===== src/rtl/int_issue_queue_pkg.sv =====
// Shared types and constants for the integer issue queue.
//   cdb_bus     : common data bus broadcast (data, tag, valid, branch info)
//   iq_entry_t  : one issue-queue slot (valid, uop fields, two operands, rd tag)
//   R_TYPE/I_TYPE/B_TYPE : integer/branch opcode constants
//   tag_hit()   : operand wakeup match against the CDB
package int_issue_queue_pkg;

  // Default physical/ROB tag width; the CDB and the entry struct are sized by it.
  localparam int IQ_TAG_W = 6;

  localparam logic [6:0] R_TYPE = 7'b0110011;
  localparam logic [6:0] I_TYPE = 7'b0010011;
  localparam logic [6:0] B_TYPE = 7'b1100011;

  typedef struct packed {
    logic [31:0]         cdb_data;
    logic [IQ_TAG_W-1:0] cdb_tag;
    logic                cdb_valid;
    logic                cdb_branch;
    logic                cdb_branch_taken;
  } cdb_bus;

  typedef struct packed {
    logic                valid;
    logic [6:0]          opcode;
    logic [2:0]          funct3;
    logic [6:0]          funct7;
    logic [31:0]         rs1_data;
    logic [IQ_TAG_W-1:0] rs1_tag;
    logic                rs1_rdy;
    logic [31:0]         rs2_data;
    logic [IQ_TAG_W-1:0] rs2_tag;
    logic                rs2_rdy;
    logic [IQ_TAG_W-1:0] rd_tag;
  } iq_entry_t;

  // A pending operand is woken only by a valid result broadcast; branch-only
  // broadcasts carry cdb_valid=0 and never match.
  function automatic logic tag_hit(input logic rdy, input logic [IQ_TAG_W-1:0] tag,
                                   input cdb_bus cdb);
    return !rdy && cdb.cdb_valid && (cdb.cdb_tag == tag);
  endfunction

endpackage


===== src/rtl/int_issue_queue_select.sv =====
// Oldest-ready priority picker for the integer issue queue.
// Ports:
//   ready  in  DEPTH  per-entry "both operands ready" (index 0 = oldest)
//   grant  out DEPTH  one-hot grant of the lowest-index ready entry
//   idx    out IDX_W  binary index of the granted entry
//   any    out 1      at least one entry is ready
// Purely combinational; the caller decides whether the grant is used.
module iq_select #(
  parameter int DEPTH = 4,
  parameter int IDX_W = $clog2(DEPTH)
) (
  input  logic [DEPTH-1:0] ready,
  output logic [DEPTH-1:0] grant,
  output logic [IDX_W-1:0] idx,
  output logic             any
);

  always_comb begin
    grant = '0;
    idx   = '0;
    any   = 1'b0;
    // Scan from the youngest down so the oldest ready entry is the last to win.
    for (int i = DEPTH - 1; i >= 0; i--) begin
      if (ready[i]) begin
        grant    = '0;
        grant[i] = 1'b1;
        idx      = IDX_W'(i);
        any      = 1'b1;
      end
    end
  end

endmodule


===== src/rtl/int_issue_queue.sv =====
// Integer issue queue (reservation station) for the out-of-order core.
// Collapsing queue: index 0 is the oldest entry and valid entries are always
// contiguous from index 0. Each cycle the oldest entry with both operands
// ready (registered state) is issued through registered outputs, entries
// above it shift down, and a dispatched uop is appended behind the survivors.
// Ports:
//   clk, rst              clock, asynchronous active-high reset
//   flush                 clears all entries; discards same-cycle dispatch/issue
//   dispatch_en, disp_*   one uop written per cycle (operand value or pending tag)
//   cdb_in                CDB broadcast used for wakeup and dispatch bypass
//   issue_allow           integer unit owns the CDB slot, selection permitted
//   queue_full/count      occupancy (count registered, full derived from it)
//   issue_int, iss_*      registered issue strobe and uop fields to the exec unit
// TAG_W must equal the package IQ_TAG_W; the CDB and entry types are sized by it.
module int_issue_queue
  import int_issue_queue_pkg::*;
#(
  parameter int DEPTH = 4,
  parameter int TAG_W = IQ_TAG_W,
  parameter int CNT_W = $clog2(DEPTH + 1)
) (
  input  logic             clk,
  input  logic             rst,
  input  logic             flush,
  input  logic             dispatch_en,
  input  logic [6:0]       disp_opcode,
  input  logic [2:0]       disp_funct3,
  input  logic [6:0]       disp_funct7,
  input  logic [31:0]      disp_rs1_data,
  input  logic [TAG_W-1:0] disp_rs1_tag,
  input  logic             disp_rs1_rdy,
  input  logic [31:0]      disp_rs2_data,
  input  logic [TAG_W-1:0] disp_rs2_tag,
  input  logic             disp_rs2_rdy,
  input  logic [TAG_W-1:0] disp_rd_tag,
  input  cdb_bus           cdb_in,
  input  logic             issue_allow,
  output logic             queue_full,
  output logic [CNT_W-1:0] queue_count,
  output logic             issue_int,
  output logic [6:0]       iss_opcode,
  output logic [2:0]       iss_funct3,
  output logic [6:0]       iss_funct7,
  output logic [31:0]      iss_rs1,
  output logic [31:0]      iss_rs2,
  output logic [TAG_W-1:0] iss_rd_tag
);

  localparam int IDX_W = $clog2(DEPTH);

  iq_entry_t        entry_q [DEPTH];
  iq_entry_t        entry_d [DEPTH];
  iq_entry_t        woken   [DEPTH];
  iq_entry_t        new_entry;
  logic [CNT_W-1:0] count_q, count_d;
  logic [CNT_W-1:0] cnt_after;
  logic             disp_ok;

  logic             issue_int_q, issue_int_d;
  logic [6:0]       iss_opcode_q, iss_opcode_d;
  logic [2:0]       iss_funct3_q, iss_funct3_d;
  logic [6:0]       iss_funct7_q, iss_funct7_d;
  logic [31:0]      iss_rs1_q, iss_rs1_d;
  logic [31:0]      iss_rs2_q, iss_rs2_d;
  logic [TAG_W-1:0] iss_rd_tag_q, iss_rd_tag_d;

  logic [DEPTH-1:0] ready_vec;
  logic [DEPTH-1:0] sel_grant;
  logic [IDX_W-1:0] sel_idx;
  logic             sel_any;
  logic             issued;

  // Branch resolution fields of the CDB are consumed elsewhere in the core.
  logic unused_cdb;
  assign unused_cdb = cdb_in.cdb_branch ^ cdb_in.cdb_branch_taken;

  // Wakeup of stored entries, and eligibility from registered readiness only,
  // so a CDB capture makes an entry selectable one cycle later.
  always_comb begin
    for (int i = 0; i < DEPTH; i++) begin
      woken[i] = entry_q[i];
      if (entry_q[i].valid && tag_hit(entry_q[i].rs1_rdy, entry_q[i].rs1_tag, cdb_in)) begin
        woken[i].rs1_data = cdb_in.cdb_data;
        woken[i].rs1_rdy  = 1'b1;
      end
      if (entry_q[i].valid && tag_hit(entry_q[i].rs2_rdy, entry_q[i].rs2_tag, cdb_in)) begin
        woken[i].rs2_data = cdb_in.cdb_data;
        woken[i].rs2_rdy  = 1'b1;
      end
      ready_vec[i] = entry_q[i].valid && entry_q[i].rs1_rdy && entry_q[i].rs2_rdy;
    end
  end

  iq_select #(
    .DEPTH (DEPTH),
    .IDX_W (IDX_W)
  ) u_select (
    .ready (ready_vec),
    .grant (sel_grant),
    .idx   (sel_idx),
    .any   (sel_any)
  );

  assign issued = issue_allow && !flush && sel_any;

  // New entry, with same-cycle CDB bypass for pending operands.
  always_comb begin
    new_entry          = '0;
    new_entry.valid    = 1'b1;
    new_entry.opcode   = disp_opcode;
    new_entry.funct3   = disp_funct3;
    new_entry.funct7   = disp_funct7;
    new_entry.rs1_tag  = disp_rs1_tag;
    new_entry.rs2_tag  = disp_rs2_tag;
    new_entry.rd_tag   = disp_rd_tag;
    new_entry.rs1_data = disp_rs1_data;
    new_entry.rs1_rdy  = disp_rs1_rdy;
    new_entry.rs2_data = disp_rs2_data;
    new_entry.rs2_rdy  = disp_rs2_rdy;
    if (tag_hit(disp_rs1_rdy, disp_rs1_tag, cdb_in)) begin
      new_entry.rs1_data = cdb_in.cdb_data;
      new_entry.rs1_rdy  = 1'b1;
    end
    if (tag_hit(disp_rs2_rdy, disp_rs2_tag, cdb_in)) begin
      new_entry.rs2_data = cdb_in.cdb_data;
      new_entry.rs2_rdy  = 1'b1;
    end
  end

  // Collapse, append and flush.
  always_comb begin
    // Occupancy once the issuing entry has left; the new uop goes right there.
    cnt_after = count_q - CNT_W'(issued);
    disp_ok   = dispatch_en && (cnt_after != CNT_W'(DEPTH));
    for (int i = 0; i < DEPTH; i++) begin
      if (issued && (IDX_W'(i) >= sel_idx)) begin
        entry_d[i] = woken[(i < DEPTH - 1) ? i + 1 : i];
        if (i == DEPTH - 1) entry_d[i].valid = 1'b0;
      end else begin
        entry_d[i] = woken[i];
      end
      if (disp_ok && (cnt_after == CNT_W'(i))) entry_d[i] = new_entry;
      if (flush) entry_d[i].valid = 1'b0;
    end
    count_d = flush ? '0 : cnt_after + CNT_W'(disp_ok);
  end

  // Issue register load: one-hot AND-OR of the granted entry; hold otherwise.
  always_comb begin
    issue_int_d  = issued;
    iss_opcode_d = iss_opcode_q;
    iss_funct3_d = iss_funct3_q;
    iss_funct7_d = iss_funct7_q;
    iss_rs1_d    = iss_rs1_q;
    iss_rs2_d    = iss_rs2_q;
    iss_rd_tag_d = iss_rd_tag_q;
    if (issued) begin
      iss_opcode_d = '0;
      iss_funct3_d = '0;
      iss_funct7_d = '0;
      iss_rs1_d    = '0;
      iss_rs2_d    = '0;
      iss_rd_tag_d = '0;
      for (int i = 0; i < DEPTH; i++) begin
        if (sel_grant[i]) begin
          iss_opcode_d = iss_opcode_d | entry_q[i].opcode;
          iss_funct3_d = iss_funct3_d | entry_q[i].funct3;
          iss_funct7_d = iss_funct7_d | entry_q[i].funct7;
          iss_rs1_d    = iss_rs1_d    | entry_q[i].rs1_data;
          iss_rs2_d    = iss_rs2_d    | entry_q[i].rs2_data;
          iss_rd_tag_d = iss_rd_tag_d | entry_q[i].rd_tag;
        end
      end
    end
  end

  always_ff @(posedge clk or posedge rst) begin
    if (rst) begin
      for (int i = 0; i < DEPTH; i++) entry_q[i] <= '0;
      count_q      <= '0;
      issue_int_q  <= 1'b0;
      iss_opcode_q <= '0;
      iss_funct3_q <= '0;
      iss_funct7_q <= '0;
      iss_rs1_q    <= '0;
      iss_rs2_q    <= '0;
      iss_rd_tag_q <= '0;
    end else begin
      for (int i = 0; i < DEPTH; i++) entry_q[i] <= entry_d[i];
      count_q      <= count_d;
      issue_int_q  <= issue_int_d;
      iss_opcode_q <= iss_opcode_d;
      iss_funct3_q <= iss_funct3_d;
      iss_funct7_q <= iss_funct7_d;
      iss_rs1_q    <= iss_rs1_d;
      iss_rs2_q    <= iss_rs2_d;
      iss_rd_tag_q <= iss_rd_tag_d;
    end
  end

  assign queue_count = count_q;
  assign queue_full  = (count_q == CNT_W'(DEPTH));
  assign issue_int   = issue_int_q;
  assign iss_opcode  = iss_opcode_q;
  assign iss_funct3  = iss_funct3_q;
  assign iss_funct7  = iss_funct7_q;
  assign iss_rs1     = iss_rs1_q;
  assign iss_rs2     = iss_rs2_q;
  assign iss_rd_tag  = iss_rd_tag_q;

  // The dispatcher stalls on queue_full; a uop arriving anyway is lost.
  a_no_drop: assert property (@(posedge clk) disable iff (rst)
    !(dispatch_en && queue_full && !issued && !flush))
    else $warning("int_issue_queue: dispatch dropped while queue full");

endmodule


===== config.mk =====
export PLATFORM = sky130hd
export DESIGN_NAME = int_issue_queue
export DESIGN_NICKNAME = d
export VERILOG_FILES = /design/src/rtl/int_issue_queue_pkg.sv /design/src/rtl/int_issue_queue_select.sv /design/src/rtl/int_issue_queue.sv
export SDC_FILE = /design/constraint.sdc
export NUM_CORES = 2
export LEC_CHECK = 0
export ABC_AREA = 1
export CORE_MARGIN = 5
export CORE_UTILIZATION = 45
export DETAILED_ROUTE_END_ITERATION = 6
export PLACE_DENSITY_LB_ADDON = 0.15
export SYNTH_ARGS = -nofsm -noshare
export SYNTH_HDL_FRONTEND = slang
export SYNTH_HIERARCHICAL = 1
export SYNTH_SLANG_ARGS = --single-unit

===== constraint.sdc =====
create_clock -name clk -period 16.1 [get_ports clk]
set_clock_uncertainty 0.1 [all_clocks]
set_input_delay 3.22 -clock clk [delete_from_list [all_inputs] [get_ports clk]]
set_output_delay 3.22 -clock clk [all_outputs]
set_load 0.02 [all_outputs]

==> summary.txt <==
Run status
  – Outcome: finished, final reports clean

Pwr
  – Pwr Density: 165 nW/µm²
  – Peak supply drop: slightly below 90 µV
  – Leakage power: 15.4 nW
  – Total chip power: 5.36 mW

Floorplan
  – Die Width: roughly 260 µm
  – Ports: 239
  – # rows: 91
  – Total core area: 61500 µm²
  – DIE AREA: about 67000 µm²
  – Chip Height: between 200 and 300 µm
  – Starting Density: 0.453

Placed design
  – IO buf count: 236
  – Final HPWL DP: a little over 60 mm
  – Dpl ws: 7.96 ns
  – Final RePlAce weighted congestion: 0.851

CTS
  – Reg clk slew, reported paths: 0.06 ns
  – TritonCTS clock tree: built
  – Total CTS buffers: 56
  – Buffer levels on the longest clock path: 3
  – H-tree levels: 2
  – Sink Count: 499
  – Post-CTS sizing: 0
  – Post-CTS Hold Fix Bufs: 0
  – Post-CTS Setup Inserts: 0
  – Clk Latency, worst-skew pair: approximately 0.62 ns
  – Root buffer cell: clkbuf_16

Setup path
  – Cell repeated most along the worst path: nand2_2
  – CP startpoint kind: primary input
  – WS Path Type: primary input to flop
  – Critical Path AT: around 8 ns
  – Worst path slowest cell: clkdlybuf4s50_1
  – Crit-path max FO: 33
  – CP Cell Sequence: clkdlybuf4s50_1 -> nor2_8 -> ha_1 -> ha_1 -> inv_1 -> nand2_1 -> nand2_2 -> nand4_4 -> nand2_2 -> buf_4 -> inv_2 -> nand2_2 -> buf_4 -> inv_2 -> nand2_1 -> o21ai_0
  – Critical Path RT: 16.46 ns
  – Crit path largest cell delay: 0.82 ns
  – Crit end category: flop

Route
  – Pre-antenna DRT Iters: 6
  – Routed WL: between 100 and 150 mm
  – Avg Vias per Cell: 5.87
  – Via count: 28039
  – WL/cell: 22.7 µm
  – Final ANT Viol Nets: 0
  – # DRC: 0
  – DR iter-0 viols: approximately 3100

Global route
  – Initial antenna violation count: 1
  – First-pass GRT wire length: 164 mm
  – Number of global-route vias before repair: 26818
  – Grt total ovfl: 0
  – Largest net degree at the start of global routing: ~100
  – GRT Resource Usage Total: 0.314

Timing
  – Final hold vios: 0
  – Setup violations, final: 0
  – RSZ-0062 raised after global routing: false
  – Max_slew headroom: 0.218
  – Fin worst setup slack: 8.42 ns
  – Final min period: 7.68 ns
  – Final slew viol count: 0
  – Tcrit/Tclk final: 0.477
  – Hold_ws: 0.380 ns
  – TNS Setup: 0 ns
  – Fmax: roughly 130 MHz
  – Slew of the pin with the lowest slew margin: 1.17 ns

Logic synthesis
  – Post-synthesis sequential area ratio: 0.448
  – Syn_nets: 3995
  – Cell count after synthesis: 3845
  – Top FF cell, synth: dfrtp_1
  – Avg Synthesized Cell Area: 7.25 µm²
  – Async SR Flop Fraction: 1.00
  – Synth Register Bits: 499
  – Post-synth EDFFs: 0
  – Mapped cell area: 27900 µm²
  – Library cells used by synthesis: 39
  – Ys Warns: 6

Final layout
  – Share of layout cells above drive strength 1: 0.0590
  – Nets: 4090
  – ANT cells: 0
  – Syn-to-layout area delta: 16.2%

Min path
  – Worst hold path class: flop to flop

Run
  – MaxCap Viol Count: 0
where the power goes:
group / internal (mW) / total (mW) / switching, mW
clock: 0.800 / 1.35 / 0.551
sequential: 1.81 / 2.11 / 0.291
combinational: 0.689 / 1.90 / 1.21
synthesized netlist by cell type, types with 7 or more instances:
library cell / instances / area, µm²
buf_6: 7 / 78.8
a221oi_1: 97 / 850
xnor2_1: 14 / 123
o22ai_1: 104 / 651
o221ai_1: 11 / 96.3
nor2_4: 7 / 78.8
o211ai_1: 7 / 52.6
a21oi_1: 66 / 330
nand3_1: 722 / 3610
inv_2: 20 / 75.1
inv_1: 372 / 1400
o21ai_0: 229 / 1150
xor2_1: 10 / 87.6
clkinv_1: 12 / 45.0
dfrtp_1: 499 / 12500
o21ai_1: 20 / 100
buf_4: 18 / 135
clkbuf_1: 87 / 327
nand2_2: 43 / 269
buf_1: 32 / 120
buf_2: 104 / 521
nor2_1: 87 / 327
nand2_1: 1238 / 4650
cell usage in the layout (no fill, tap or decap), types with 2 or more instances in the layout:
master,instances
nand2_2,43
nand3_2,5
inv_1,366
nand3_1,720
clkinv_2,15
o21ai_0,229
o21ai_1,20
nor3_1,6
nand4_1,6
or2_1,2
clkdlybuf4s50_1,236
and2_1,3
inv_2,21
xnor2_1,14
a22o_1,2
nor2_4,14
nor2_1,84
clkbuf_1,15
clkbuf_16,57
o22ai_1,104
nand2_1,1238
clkinv_1,11
a211oi_1,2
o211ai_1,7
buf_4,49
clkbuf_8,12
o221ai_1,11
ha_1,3
xor2_1,10
bufinv_16,6
a21oi_1,66
a221oi_1,97
dfrtp_1,499
inv_6,3
worst max-delay path: cells and delay by family:
kind            cells  cell delay (ns)
buf+inv             6             2.71
simple gates        7             1.56
fa+ha+maj           2             0.40
compound gates      1             0.09
layer usage:
layer  global-route usage  wire [µm]  part of all wire
met2                0.493      48500              0.45
met1                0.437      43500              0.40
met3               0.0693      12300              0.11
met4                0.101       3870             0.036
met5                    0         13           0.00012
registers in the layout, indices dropped and copies added (netlist names), 3 cells and up:
signal	cells
entry_q	408
iss_funct3	3
iss_funct7	7
iss_opcode	7
iss_rd_tag	6
iss_rs1	32
iss_rs2	32
queue_count	3
cell type report:
cell class	instances	area [µm²]
inverter	405	1540
tap	790	988
clock buffer	84	1650
clock inverter	20	262
timing repair buffer	285	2730
multi-input combinational	2693	12700
fill	6003	29100
sequential	499	12500
cells by family after synthesis:
family,after synthesis,synth area share
compound gates,538,0.117
xor+xnor,24,0.00755
fa+ha+maj,3,0.00135
buf+inv,653,0.0971
flops,499,0.448
simple gates,2128,0.329
through the flow:
step,util,instance area [µm²],instances
6_report,0.527,32400,4776
5_1_grt,0.527,32400,4776
4_1_cts,0.527,32400,4776
3_5_place_dp,0.496,30500,4672
3_3_place_gp,0.496,30500,4672
2_1_floorplan,-,27900,3845
path summary, 6_finish.rpt:
| kind | start | to | slack, ns | depth (start not counted) |
|---|---|---|---|---|
| worst max register to register | entry_q[351] | entry_q[312] | 10.38 | 18 |
| worst min register to register | iss_rs2[8] | iss_rs2[8] | 0.38 | 2 |
| max in group asynchronous | rst | entry_q[341] | 10.10 | 5 |
| min in group asynchronous | rst | iss_rs2[0] | 2.82 | 2 |
| worst min-delay path | iss_rs2[8] | iss_rs2[8] | 0.38 | 2 |
| worst max-delay path | flush | entry_q[312] | 8.42 | 16 |
No activity file was read; power rests on OpenSTA's default activity.
